==> config.mk <==
export PLATFORM = sky130hd
export DESIGN_NAME = cmndf_pitch_module
export DESIGN_NICKNAME = d
export VERILOG_FILES = /design/src/rtl/cmndf_pitch_module.sv
export SDC_FILE = /design/constraint.sdc
export NUM_CORES = 1
export LEC_CHECK = 0
export CORE_MARGIN = 4
export CORE_UTILIZATION = 35
export DETAILED_ROUTE_END_ITERATION = 8
export RECOVER_POWER = 100
export SLEW_MARGIN = 20
export SYNTH_ARGS = -nofsm -noshare
export SYNTH_HDL_FRONTEND = slang
export SYNTH_SLANG_ARGS = --single-unit
==> constraint.sdc <==
create_clock -name clk -period 5 [get_ports clk]
set_input_delay 0.5 -clock clk [delete_from_list [all_inputs] [get_ports clk]]
set_output_delay 0.5 -clock clk [all_outputs]
set_load 0.005 [all_outputs]
==> src/rtl/cmndf_pitch_module.sv <==
// -----------------------------------------------------------------------------
// cmndf_pitch_module
//
// Streaming YIN normalisation and absolute-threshold pitch search.
// Each frame consumes d(tau) for tau = 0..MAX_TAU-1, one value per
// in_valid/in_ready handshake.
//
// For every lag the block forms the cumulative-mean-normalised value
//     d'(tau) = d(tau) * tau / sum_{j=1..tau} d(j)
// in unsigned fixed point with FRAC_BITS fractional bits.  The quotient comes
// from a sequential restoring divider that produces one bit per cycle.
// The pitch search runs on the fly.  The result is the first local minimum of
// d' that falls below THRESHOLD; if no lag crosses the threshold, it is the
// global minimum.
//
// Optional build macro: CMNDF_STREAM_EN
//   When defined, every d'(tau) is also streamed out on cmndf_valid,
//   cmndf_tau and cmndf_out, with one strobe per lag and no backpressure.
//
// Ports:
//   clk          in   rising-edge clock
//   reset        in   asynchronous active-low reset; aborts any frame
//   start        in   begins a frame; honoured only while idle
//   in_valid     in   d_in is valid
//   in_ready     out  d_in is accepted this cycle
//   d_in         in   d(tau), delivered in lag order starting at 0
//   busy         out  a frame is in progress
//   done         out  one-cycle pulse; the result outputs are valid
//   voiced       out  a threshold crossing was found
//   pitch_tau    out  selected lag
//   pitch_val    out  d' at the selected lag
//   cmndf_valid  out  (CMNDF_STREAM_EN) strobe carrying d'(tau)
//   cmndf_tau    out  (CMNDF_STREAM_EN) lag of the streamed value
//   cmndf_out    out  (CMNDF_STREAM_EN) streamed d'(tau)
// -----------------------------------------------------------------------------
module cmndf_pitch_module #(
    parameter int DATA_WIDTH = 32,
    parameter int FRAC_BITS  = 16,
    parameter int MAX_TAU    = 40,
    parameter int TAU_BITS   = 6,
    parameter int MIN_TAU    = 2,
    parameter int THRESHOLD  = 6554
) (
    input  logic                          clk,
    input  logic                          reset,
    input  logic                          start,
    input  logic                          in_valid,
    output logic                          in_ready,
    input  logic [DATA_WIDTH-1:0]         d_in,
    output logic                          busy,
    output logic                          done,
    output logic                          voiced,
    output logic [TAU_BITS-1:0]           pitch_tau,
    output logic [FRAC_BITS+TAU_BITS-1:0] pitch_val
`ifdef CMNDF_STREAM_EN
    ,
    output logic                          cmndf_valid,
    output logic [TAU_BITS-1:0]           cmndf_tau,
    output logic [FRAC_BITS+TAU_BITS-1:0] cmndf_out
`endif
);

    localparam int QW    = FRAC_BITS + TAU_BITS;
    localparam int SUM_W = DATA_WIDTH + TAU_BITS;
    localparam int DVD_W = SUM_W + FRAC_BITS;
    localparam int CNT_W = (QW > 1) ? $clog2(QW) : 1;

    localparam logic [QW-1:0]       ONE_C    = {{(QW-1){1'b0}}, 1'b1} << FRAC_BITS;
    localparam logic [QW-1:0]       THRESH_C = QW'(THRESHOLD);
    localparam logic [TAU_BITS-1:0] MIN_C    = TAU_BITS'(MIN_TAU);
    localparam logic [TAU_BITS-1:0] LAST_C   = TAU_BITS'(MAX_TAU - 1);
    localparam logic [CNT_W-1:0]    DIV_END  = CNT_W'(QW - 1);

    typedef enum logic [2:0] {
        S_IDLE   = 3'd0,
        S_LOAD   = 3'd1,
        S_DIV    = 3'd2,
        S_UPDATE = 3'd3,
        S_FIN    = 3'd4
    } state_t;

    state_t r_state;
    state_t w_state_nxt;

    // datapath registers
    logic [SUM_W-1:0]    r_sum;
    logic [SUM_W-1:0]    r_rem;
    logic [QW-1:0]       r_quo;      // holds d'(tau) once the divide completes
    logic [TAU_BITS-1:0] r_tau;
    logic [CNT_W-1:0]    r_cnt;

    // search registers
    logic                r_found;
    logic                r_locked;
    logic [TAU_BITS-1:0] r_min_tau;
    logic [QW-1:0]       r_min_val;
    logic [TAU_BITS-1:0] r_best_tau;
    logic [QW-1:0]       r_best_val;

    // output registers
    logic                r_in_ready;
    logic                r_busy;
    logic                r_done;
    logic                r_voiced;
    logic [TAU_BITS-1:0] r_pitch_tau;
    logic [QW-1:0]       r_pitch_val;

    // next-state values
    logic [SUM_W-1:0]    w_sum_nxt;
    logic [SUM_W-1:0]    w_rem_nxt;
    logic [QW-1:0]       w_quo_nxt;
    logic [TAU_BITS-1:0] w_tau_nxt;
    logic [CNT_W-1:0]    w_cnt_nxt;
    logic                w_found_nxt;
    logic                w_locked_nxt;
    logic [TAU_BITS-1:0] w_min_tau_nxt;
    logic [QW-1:0]       w_min_val_nxt;
    logic [TAU_BITS-1:0] w_best_tau_nxt;
    logic [QW-1:0]       w_best_val_nxt;
    logic                w_in_ready_nxt;
    logic                w_busy_nxt;
    logic                w_done_nxt;

    // divider helpers
    logic [SUM_W-1:0]    w_prod;
    logic [DVD_W-1:0]    w_dvd;
    logic [SUM_W:0]      w_trial;
    logic                w_ge;
    logic [SUM_W-1:0]    w_rem_step;
    logic [QW-1:0]       w_quo_step;
    logic                w_last_tau;
    logic                w_div_end;
    logic                w_sum_zero;

    // The dividend is (d * tau) << FRAC_BITS.  Since d' <= tau, the quotient
    // fits in QW bits and the upper DATA_WIDTH dividend bits are already
    // smaller than the divisor, so they seed the partial remainder directly.
    assign w_prod     = SUM_W'(d_in) * SUM_W'(r_tau);
    assign w_dvd      = {w_prod, {FRAC_BITS{1'b0}}};
    assign w_trial    = {r_rem, r_quo[QW-1]};
    assign w_ge       = (w_trial >= {1'b0, r_sum});
    // The difference is below r_sum, so it is exact in SUM_W bits.
    assign w_rem_step = w_ge ? (w_trial[SUM_W-1:0] - r_sum) : w_trial[SUM_W-1:0];
    assign w_quo_step = {r_quo[QW-2:0], w_ge};
    assign w_last_tau = (r_tau == LAST_C);
    assign w_div_end  = (r_cnt == DIV_END);
    assign w_sum_zero = (r_sum == {SUM_W{1'b0}});

    // FSM state register
    always_ff @(posedge clk or negedge reset) begin
        if (!reset) begin
            r_state <= S_IDLE;
        end else begin
            r_state <= w_state_nxt;
        end
    end

    // FSM next-state logic
    always_comb begin
        w_state_nxt = r_state;
        case (r_state)
            S_IDLE: begin
                if (start) begin
                    w_state_nxt = S_LOAD;
                end else begin
                    w_state_nxt = S_IDLE;
                end
            end
            S_LOAD: begin
                if (!in_valid) begin
                    w_state_nxt = S_LOAD;
                end else if (r_tau == {TAU_BITS{1'b0}}) begin
                    w_state_nxt = S_UPDATE;
                end else begin
                    w_state_nxt = S_DIV;
                end
            end
            S_DIV: begin
                if (w_sum_zero || w_div_end) begin
                    w_state_nxt = S_UPDATE;
                end else begin
                    w_state_nxt = S_DIV;
                end
            end
            S_UPDATE: begin
                if (w_last_tau) begin
                    w_state_nxt = S_FIN;
                end else begin
                    w_state_nxt = S_LOAD;
                end
            end
            S_FIN:   w_state_nxt = S_IDLE;
            default: w_state_nxt = S_IDLE;
        endcase
    end

    // FSM output decode; the decoded values are registered
    always_comb begin
        w_in_ready_nxt = 1'b0;
        w_busy_nxt     = 1'b0;
        w_done_nxt     = 1'b0;
        case (w_state_nxt)
            S_LOAD: begin
                w_in_ready_nxt = 1'b1;
                w_busy_nxt     = 1'b1;
            end
            S_DIV:    w_busy_nxt = 1'b1;
            S_UPDATE: w_busy_nxt = 1'b1;
            S_FIN:    w_done_nxt = 1'b1;
            S_IDLE:   w_busy_nxt = 1'b0;
            default:  w_busy_nxt = 1'b0;
        endcase
    end

    // Datapath next-state values: lag counter, running sum and restoring divider
    always_comb begin
        w_sum_nxt = r_sum;
        w_rem_nxt = r_rem;
        w_quo_nxt = r_quo;
        w_tau_nxt = r_tau;
        w_cnt_nxt = r_cnt;
        case (r_state)
            S_IDLE: begin
                if (start) begin
                    w_sum_nxt = {SUM_W{1'b0}};
                    w_tau_nxt = {TAU_BITS{1'b0}};
                    w_cnt_nxt = {CNT_W{1'b0}};
                end else begin
                    w_sum_nxt = r_sum;
                end
            end
            S_LOAD: begin
                if (in_valid) begin
                    w_cnt_nxt = {CNT_W{1'b0}};
                    if (r_tau == {TAU_BITS{1'b0}}) begin
                        // d'(0) is defined as one; the sum starts at lag 1
                        w_quo_nxt = ONE_C;
                    end else begin
                        w_sum_nxt = r_sum + SUM_W'(d_in);
                        w_rem_nxt = {{TAU_BITS{1'b0}}, w_dvd[DVD_W-1:QW]};
                        w_quo_nxt = w_dvd[QW-1:0];
                    end
                end else begin
                    w_cnt_nxt = r_cnt;
                end
            end
            S_DIV: begin
                if (w_sum_zero) begin
                    // A zero running sum means every d(1..tau) was zero; d' = one
                    w_quo_nxt = ONE_C;
                end else begin
                    w_rem_nxt = w_rem_step;
                    w_quo_nxt = w_quo_step;
                    w_cnt_nxt = r_cnt + {{(CNT_W-1){1'b0}}, 1'b1};
                end
            end
            S_UPDATE: begin
                if (!w_last_tau) begin
                    w_tau_nxt = r_tau + {{(TAU_BITS-1){1'b0}}, 1'b1};
                end else begin
                    w_tau_nxt = r_tau;
                end
            end
            S_FIN:   w_tau_nxt = r_tau;
            default: w_tau_nxt = r_tau;
        endcase
    end

    // Threshold search: SEEK tracks the global minimum until the first
    // crossing, TRACK follows the descent, and the first non-decrease locks it
    always_comb begin
        w_found_nxt    = r_found;
        w_locked_nxt   = r_locked;
        w_min_tau_nxt  = r_min_tau;
        w_min_val_nxt  = r_min_val;
        w_best_tau_nxt = r_best_tau;
        w_best_val_nxt = r_best_val;
        if ((r_state == S_IDLE) && start) begin
            w_found_nxt    = 1'b0;
            w_locked_nxt   = 1'b0;
            w_min_tau_nxt  = {TAU_BITS{1'b0}};
            w_min_val_nxt  = {QW{1'b1}};   // above any reachable d'
            w_best_tau_nxt = {TAU_BITS{1'b0}};
            w_best_val_nxt = {QW{1'b0}};
        end else if ((r_state == S_UPDATE) && (r_tau >= MIN_C)) begin
            if (!r_found) begin
                if (r_quo < r_min_val) begin
                    w_min_tau_nxt = r_tau;
                    w_min_val_nxt = r_quo;
                end else begin
                    w_min_val_nxt = r_min_val;
                end
                if (r_quo < THRESH_C) begin
                    w_found_nxt    = 1'b1;
                    w_best_tau_nxt = r_tau;
                    w_best_val_nxt = r_quo;
                end else begin
                    w_found_nxt = 1'b0;
                end
            end else if (!r_locked) begin
                if (r_quo < r_best_val) begin
                    w_best_tau_nxt = r_tau;
                    w_best_val_nxt = r_quo;
                end else begin
                    w_locked_nxt = 1'b1;
                end
            end else begin
                w_locked_nxt = r_locked;
            end
        end else begin
            w_found_nxt = r_found;
        end
    end

    // Datapath and search registers
    always_ff @(posedge clk or negedge reset) begin
        if (!reset) begin
            r_sum      <= {SUM_W{1'b0}};
            r_rem      <= {SUM_W{1'b0}};
            r_quo      <= {QW{1'b0}};
            r_tau      <= {TAU_BITS{1'b0}};
            r_cnt      <= {CNT_W{1'b0}};
            r_found    <= 1'b0;
            r_locked   <= 1'b0;
            r_min_tau  <= {TAU_BITS{1'b0}};
            r_min_val  <= {QW{1'b0}};
            r_best_tau <= {TAU_BITS{1'b0}};
            r_best_val <= {QW{1'b0}};
        end else begin
            r_sum      <= w_sum_nxt;
            r_rem      <= w_rem_nxt;
            r_quo      <= w_quo_nxt;
            r_tau      <= w_tau_nxt;
            r_cnt      <= w_cnt_nxt;
            r_found    <= w_found_nxt;
            r_locked   <= w_locked_nxt;
            r_min_tau  <= w_min_tau_nxt;
            r_min_val  <= w_min_val_nxt;
            r_best_tau <= w_best_tau_nxt;
            r_best_val <= w_best_val_nxt;
        end
    end

    // Handshake, status and result registers; the result is captured on the
    // edge that enters FIN, so it appears together with done
    always_ff @(posedge clk or negedge reset) begin
        if (!reset) begin
            r_in_ready  <= 1'b0;
            r_busy      <= 1'b0;
            r_done      <= 1'b0;
            r_voiced    <= 1'b0;
            r_pitch_tau <= {TAU_BITS{1'b0}};
            r_pitch_val <= {QW{1'b0}};
        end else begin
            r_in_ready <= w_in_ready_nxt;
            r_busy     <= w_busy_nxt;
            r_done     <= w_done_nxt;
            if (w_done_nxt) begin
                r_voiced    <= w_found_nxt;
                r_pitch_tau <= w_found_nxt ? w_best_tau_nxt : w_min_tau_nxt;
                r_pitch_val <= w_found_nxt ? w_best_val_nxt : w_min_val_nxt;
            end else begin
                r_voiced    <= r_voiced;
                r_pitch_tau <= r_pitch_tau;
                r_pitch_val <= r_pitch_val;
            end
        end
    end

    assign in_ready  = r_in_ready;
    assign busy      = r_busy;
    assign done      = r_done;
    assign voiced    = r_voiced;
    assign pitch_tau = r_pitch_tau;
    assign pitch_val = r_pitch_val;

`ifdef CMNDF_STREAM_EN
    logic                r_cmndf_valid;
    logic [TAU_BITS-1:0] r_cmndf_tau;
    logic [QW-1:0]       r_cmndf_out;

    // Stream strobe; it is registered so that it is high during UPDATE
    always_ff @(posedge clk or negedge reset) begin
        if (!reset) begin
            r_cmndf_valid <= 1'b0;
            r_cmndf_tau   <= {TAU_BITS{1'b0}};
            r_cmndf_out   <= {QW{1'b0}};
        end else if (w_state_nxt == S_UPDATE) begin
            r_cmndf_valid <= 1'b1;
            r_cmndf_tau   <= r_tau;
            r_cmndf_out   <= w_quo_nxt;
        end else begin
            r_cmndf_valid <= 1'b0;
            r_cmndf_tau   <= r_cmndf_tau;
            r_cmndf_out   <= r_cmndf_out;
        end
    end

    assign cmndf_valid = r_cmndf_valid;
    assign cmndf_tau   = r_cmndf_tau;
    assign cmndf_out   = r_cmndf_out;
`endif

endmodule

==> results.txt <==
----------------------------------------------------
[Drt]
  Routed metal-1 wire length ... roughly 26 mm
  Met2 routed wirelength ... roughly 28 mm
  Vias post-DR ... 17500
  Per-cell routed wire length ... around 18 µm
  DRC viols ... 0
  Avg Vias per Cell ... approximately 5.4
  Number of DRC markers after the initial detailed-route iteration ... 1178
  Top Layer Used ... met4
  Final WL ... about 57 mm
  First-pass DRT Iterations ... 7
  Wire length on met3 ... 2.25 mm
  Antenna-violating nets left ... 0

[Clocking]
  CTS hold repair buffers ... 0
  Clock latency on the worst-skew pair ... around 0.55 ns
  Clock root buffer ... sky130_fd_sc_hd__clkbuf_16
  CTS clock-pin slew for the worst setup and hold paths ... ~0.060 ns
  CTS Buffer Depth ... 3
  Clock tree from TritonCTS ... yes
  Number of buffers created by CTS ... 24
  CTS H-tree depth ... 1
  # clock sinks ... about 200

[Critical path]
  Required time reported for the critical path endpoint ... about 5.4 ns
  Critical path type ... flip-flop to flip-flop
  Arrival time at the worst endpoint ... ~5.2 ns
  Category of the worst setup path capture point ... flip-flop
  Most used cell, CP ... sky130_fd_sc_hd__fa_1
  Max Fanout on Critical Path ... 16
  Slowest stage cell on the critical path ... sky130_fd_sc_hd__fa_1
  Critical path, cell by cell ... buf_6 > and2_1 > fa_1 > fa_1 > inv_1 > fa_1 > inv_1 > ha_1 > o21ai_0 > a211oi_2 > o31ai_4 > buf_6 > a311oi_4 > o31ai_2 > buf_4 > a211oi_4 > o22ai_1 > xor2_1 > a21oi_1
  Launching element type of the critical path ... flip-flop
  Slowest Stage Delay on Critical Path ... approximately 0.55 ns

[Synth]
  Number of instances in the synthesized netlist ... 2304
  Post-synth top area share ... 25.5%
  Number of warnings issued by yosys ... 0
  Seq cells post-synth ... approximately 200
  Leading register cell type out of synthesis ... sky130_fd_sc_hd__dfrtp_1
  Syn Nets ... 2626
  Number of enable flip-flop cells after synthesis ... 0
  Portion of the post-synthesis area used by sequential elements ... around 25%
  Cell type with the largest total area after synthesis ... sky130_fd_sc_hd__dfrtp_1
  Dominant cells by area after synthesis ... sky130_fd_sc_hd__dfrtp_1 (25%), sky130_fd_sc_hd__fa_1 (12%), sky130_fd_sc_hd__ha_1 (10%)
  Netlist area before placement ... just under 20000 µm²
  Post-synthesis area per instance ... 8.60 µm²
  Count of cell types in the netlist ... 85
  Post-synthesis async set-or-reset flop share ... 100%

[Timing]
  Fin worst setup slack ... ~0.19 ns
  Worst slack on hold paths ... 0.477 ns
  Setup Viol. Count Final ... 0
  Fmax ... about 210 MHz
  Pin slew with the least headroom to its limit ... roughly 2.6 ns
  Worst clock skew on the final layout ... 0.0143 ns
  Share of the cycle needed by the critical path after routing ... between 90 and 100%
  Post-layout min period ... about 4.8 ns
  Final-report hold violation count ... 0
  Slew Limit Fails ... around 230
  Max-Slew Margin vs Limit ... -75.1%

[Global route]
  Global-route wire length before repair ... 95.2 mm
  Global-route congestion overflow total ... 0
  Largest net degree at the start of global routing ... around 110
  Via count of the first global-routing pass ... between 15000 and 20000
  Antenna violations before repair ... 0
  Total GRT Usage ... 19.0%

[Die]
  Vertical extent of the die ... approximately 250 µm
  Initial core utilization ... a little over a third
  DIE AREA ... slightly above 60000 µm²
  Horizontal die dimension ... between 200 and 250 µm
  # IOs ... 68
  Placement Rows ... 86
  Placeable Area ... roughly 56000 µm²

[Place]
  Minimum setup slack after placement ... -0.539 ns
  Placed instance area ... around 22000 µm²
  Buffers added on ports ... between 60 and 70
  RePlAce Congestion ... between 0.9 and 1
  HPWL reported at the end of detailed placement ... 43.7 mm

[Run]
  Max-cap violation count ... 5

[Outcome]
  Run status ... finished, violations left
  Violated checks ... capacitance limit, slew limit

[Layout]
  Area of all placed cells without fillers ... about 23000 µm²
  Final nets ... around 2800
  Post-synthesis to final-layout area growth ... 18.2%
  ANT cells ... 0
  Share of layout cells above drive strength 1 ... between 10% and 20%

[Power]
  Peak supply drop ... 0.303 mV
  Leakage ... around 11 nW
  Power density over the cells ... 563 nW/µm²

[Min path]
  Class of the tightest hold or removal check ... flip-flop to flip-flop

----------------------------------------------------
-- cells by family after synthesis --
logic type | after synthesis | share of synthesized area, %
adders and majority gates | 286 | 22.7
and+or+nand+nor | 722 | 18.7
DFF | 202 | 25.5
buffers and inverters | 374 | 7.37
muxes | 42 | 2.14
xor gates and xnor gates | 90 | 3.98
AOI/OAI and AO/OA | 588 | 19.6
-- cell usage in the layout (no fill, tap or decap), types with 11 or more instances in the layout --
cell type                         synthesis  layout
sky130_fd_sc_hd__inv_1                  280     279
sky130_fd_sc_hd__dfrtp_1                202     202
sky130_fd_sc_hd__nand2_1                193     193
sky130_fd_sc_hd__and2_1                 189     186
sky130_fd_sc_hd__ha_1                   163     156
sky130_fd_sc_hd__a21oi_1                160     151
sky130_fd_sc_hd__buf_4                    4     143
sky130_fd_sc_hd__fa_1                   123     123
sky130_fd_sc_hd__nor2_1                 119     117
sky130_fd_sc_hd__o21ai_0                 89      95
sky130_fd_sc_hd__a21o_1                  58      58
sky130_fd_sc_hd__nand3_1                 55      54
sky130_fd_sc_hd__xnor2_1                 46      45
sky130_fd_sc_hd__xor2_1                  44      44
sky130_fd_sc_hd__mux2i_1                 39      39
sky130_fd_sc_hd__nor3_1                  36      34
sky130_fd_sc_hd__clkdlybuf4s50_1          0      32
sky130_fd_sc_hd__dlygate4sd3_1            0      32
sky130_fd_sc_hd__o22ai_1                 30      30
sky130_fd_sc_hd__a31oi_1                 28      28
sky130_fd_sc_hd__nand4_1                 27      27
sky130_fd_sc_hd__a22o_1                  25      25
sky130_fd_sc_hd__clkbuf_16                0      24
sky130_fd_sc_hd__o211ai_1                19      19
sky130_fd_sc_hd__o21ai_1                 23      17
sky130_fd_sc_hd__nor4_1                  15      16
sky130_fd_sc_hd__nand2b_1                16      16
sky130_fd_sc_hd__o21a_1                  16      16
sky130_fd_sc_hd__a211oi_1                19      15
sky130_fd_sc_hd__or3_1                   16      15
sky130_fd_sc_hd__nor2b_1                 12      12
sky130_fd_sc_hd__and3_1                  11      11
sky130_fd_sc_hd__o31ai_1                 13      11
sky130_fd_sc_hd__a32o_1                  11      11
sky130_fd_sc_hd__clkbuf_1                69      11
-- power breakdown --
group | internal [mW] | switching (mW)
Sequential | 2.11 | 0.481
Combinational | 3.64 | 5.20
Clock | 1.02 | 0.740
Total | 6.77 | 6.42
-- repair_timing --
item,4_1_cts,5_1_grt
gates resized for setup,6,46
pin swaps,1,25
endpoints found under the setup margin,5,15
buffers inserted,0,3
gates cloned,0,0
-- routing by layer --
metal | up-vias | global-route usage (%)
li1 | 8319 | -
met4 | 0 | 5.07
met5 | - | 0
met2 | 403 | 32.5
met1 | 8676 | 25.7
met3 | 109 | 1.95
-- path summary, 6_finish.rpt --
path                         startpoint  cells past startpoint  slack (ns)       endpoint
setup / recovery               r_tau[5]                     19        0.19      r_rem[21]
hold / removal             pitch_val[8]                      2        0.48   pitch_val[8]
setup reg to reg               r_tau[5]                     19        0.19      r_rem[21]
hold reg to reg            pitch_val[8]                      2        0.48   pitch_val[8]
max in group asynchronous         reset                      2        1.55  r_best_val[5]
min in group asynchronous         reset                      1        0.71   r_min_tau[1]
-- area by class of cell --
| cell class | count | area, µm² |
|---|---|---|
| sequential | 202 | 5050 |
| tap | 748 | 936 |
| inverter | 281 | 1050 |
| timing repair buffer | 236 | 2030 |
| clock inverter | 8 | 91.3 |
| multi-input combinational | 1728 | 13600 |
| fill | 5563 | 32200 |
| clock buffer | 32 | 691 |
-- flip-flops by register name (all words and copies together) (netlist names), 6 cells and up --
signal,cells
r_rem,38
r_sum,38
pitch_val,22
r_best_val,22
r_min_val,22
r_quo,22
pitch_tau,6
r_best_tau,6
r_min_tau,6
r_tau,6
-- worst max-delay path, delay by kind of cell (launching register included) --
| family | cells | cell delay [ns] |
|---|---|---|
| buffers and inverters | 5 | 0.57 |
| DFF | 1 | 0.38 |
| adders and majority gates | 4 | 1.91 |
| AOI/OAI and AO/OA | 8 | 1.41 |
| and+or+nand+nor | 1 | 0.17 |
| xor gates and xnor gates | 1 | 0.23 |
-- synth_stat cells, types with 9 or more instances --
library cell / number
sky130_fd_sc_hd__a211oi_1: 19
sky130_fd_sc_hd__a21o_1: 58
sky130_fd_sc_hd__a21oi_1: 160
sky130_fd_sc_hd__a22o_1: 25
sky130_fd_sc_hd__a22oi_1: 10
sky130_fd_sc_hd__a31oi_1: 28
sky130_fd_sc_hd__a32o_1: 11
sky130_fd_sc_hd__and2_1: 189
sky130_fd_sc_hd__and3_1: 11
sky130_fd_sc_hd__buf_2: 15
sky130_fd_sc_hd__clkbuf_1: 69
sky130_fd_sc_hd__dfrtp_1: 202
sky130_fd_sc_hd__fa_1: 123
sky130_fd_sc_hd__ha_1: 163
sky130_fd_sc_hd__inv_1: 280
sky130_fd_sc_hd__mux2i_1: 39
sky130_fd_sc_hd__nand2_1: 193
sky130_fd_sc_hd__nand2b_1: 16
sky130_fd_sc_hd__nand3_1: 55
sky130_fd_sc_hd__nand4_1: 27
sky130_fd_sc_hd__nor2_1: 119
sky130_fd_sc_hd__nor2b_1: 12
sky130_fd_sc_hd__nor3_1: 36
sky130_fd_sc_hd__nor4_1: 15
sky130_fd_sc_hd__o2111ai_1: 9
sky130_fd_sc_hd__o211ai_1: 19
sky130_fd_sc_hd__o21a_1: 16
sky130_fd_sc_hd__o21ai_0: 89
sky130_fd_sc_hd__o21ai_1: 23
sky130_fd_sc_hd__o22ai_1: 30
sky130_fd_sc_hd__o31ai_1: 13
sky130_fd_sc_hd__or3_1: 16
sky130_fd_sc_hd__xnor2_1: 46
sky130_fd_sc_hd__xor2_1: 44
-- metrics by stage --
stage	cells	power [mW]	setup TNS, ns	utilization (%)
final	3235	13.2	0	42.1
after global routing	3235	14.4	-0.0328	42.1
after CTS	3232	13.1	0	41.8
after detailed placement	3192	11.2	-6.84	40.4
after global placement	3192	11.1	-4.58	40.4
after floorplan	2304	8.73	0	-
Power figures use the tool's default switching activity.
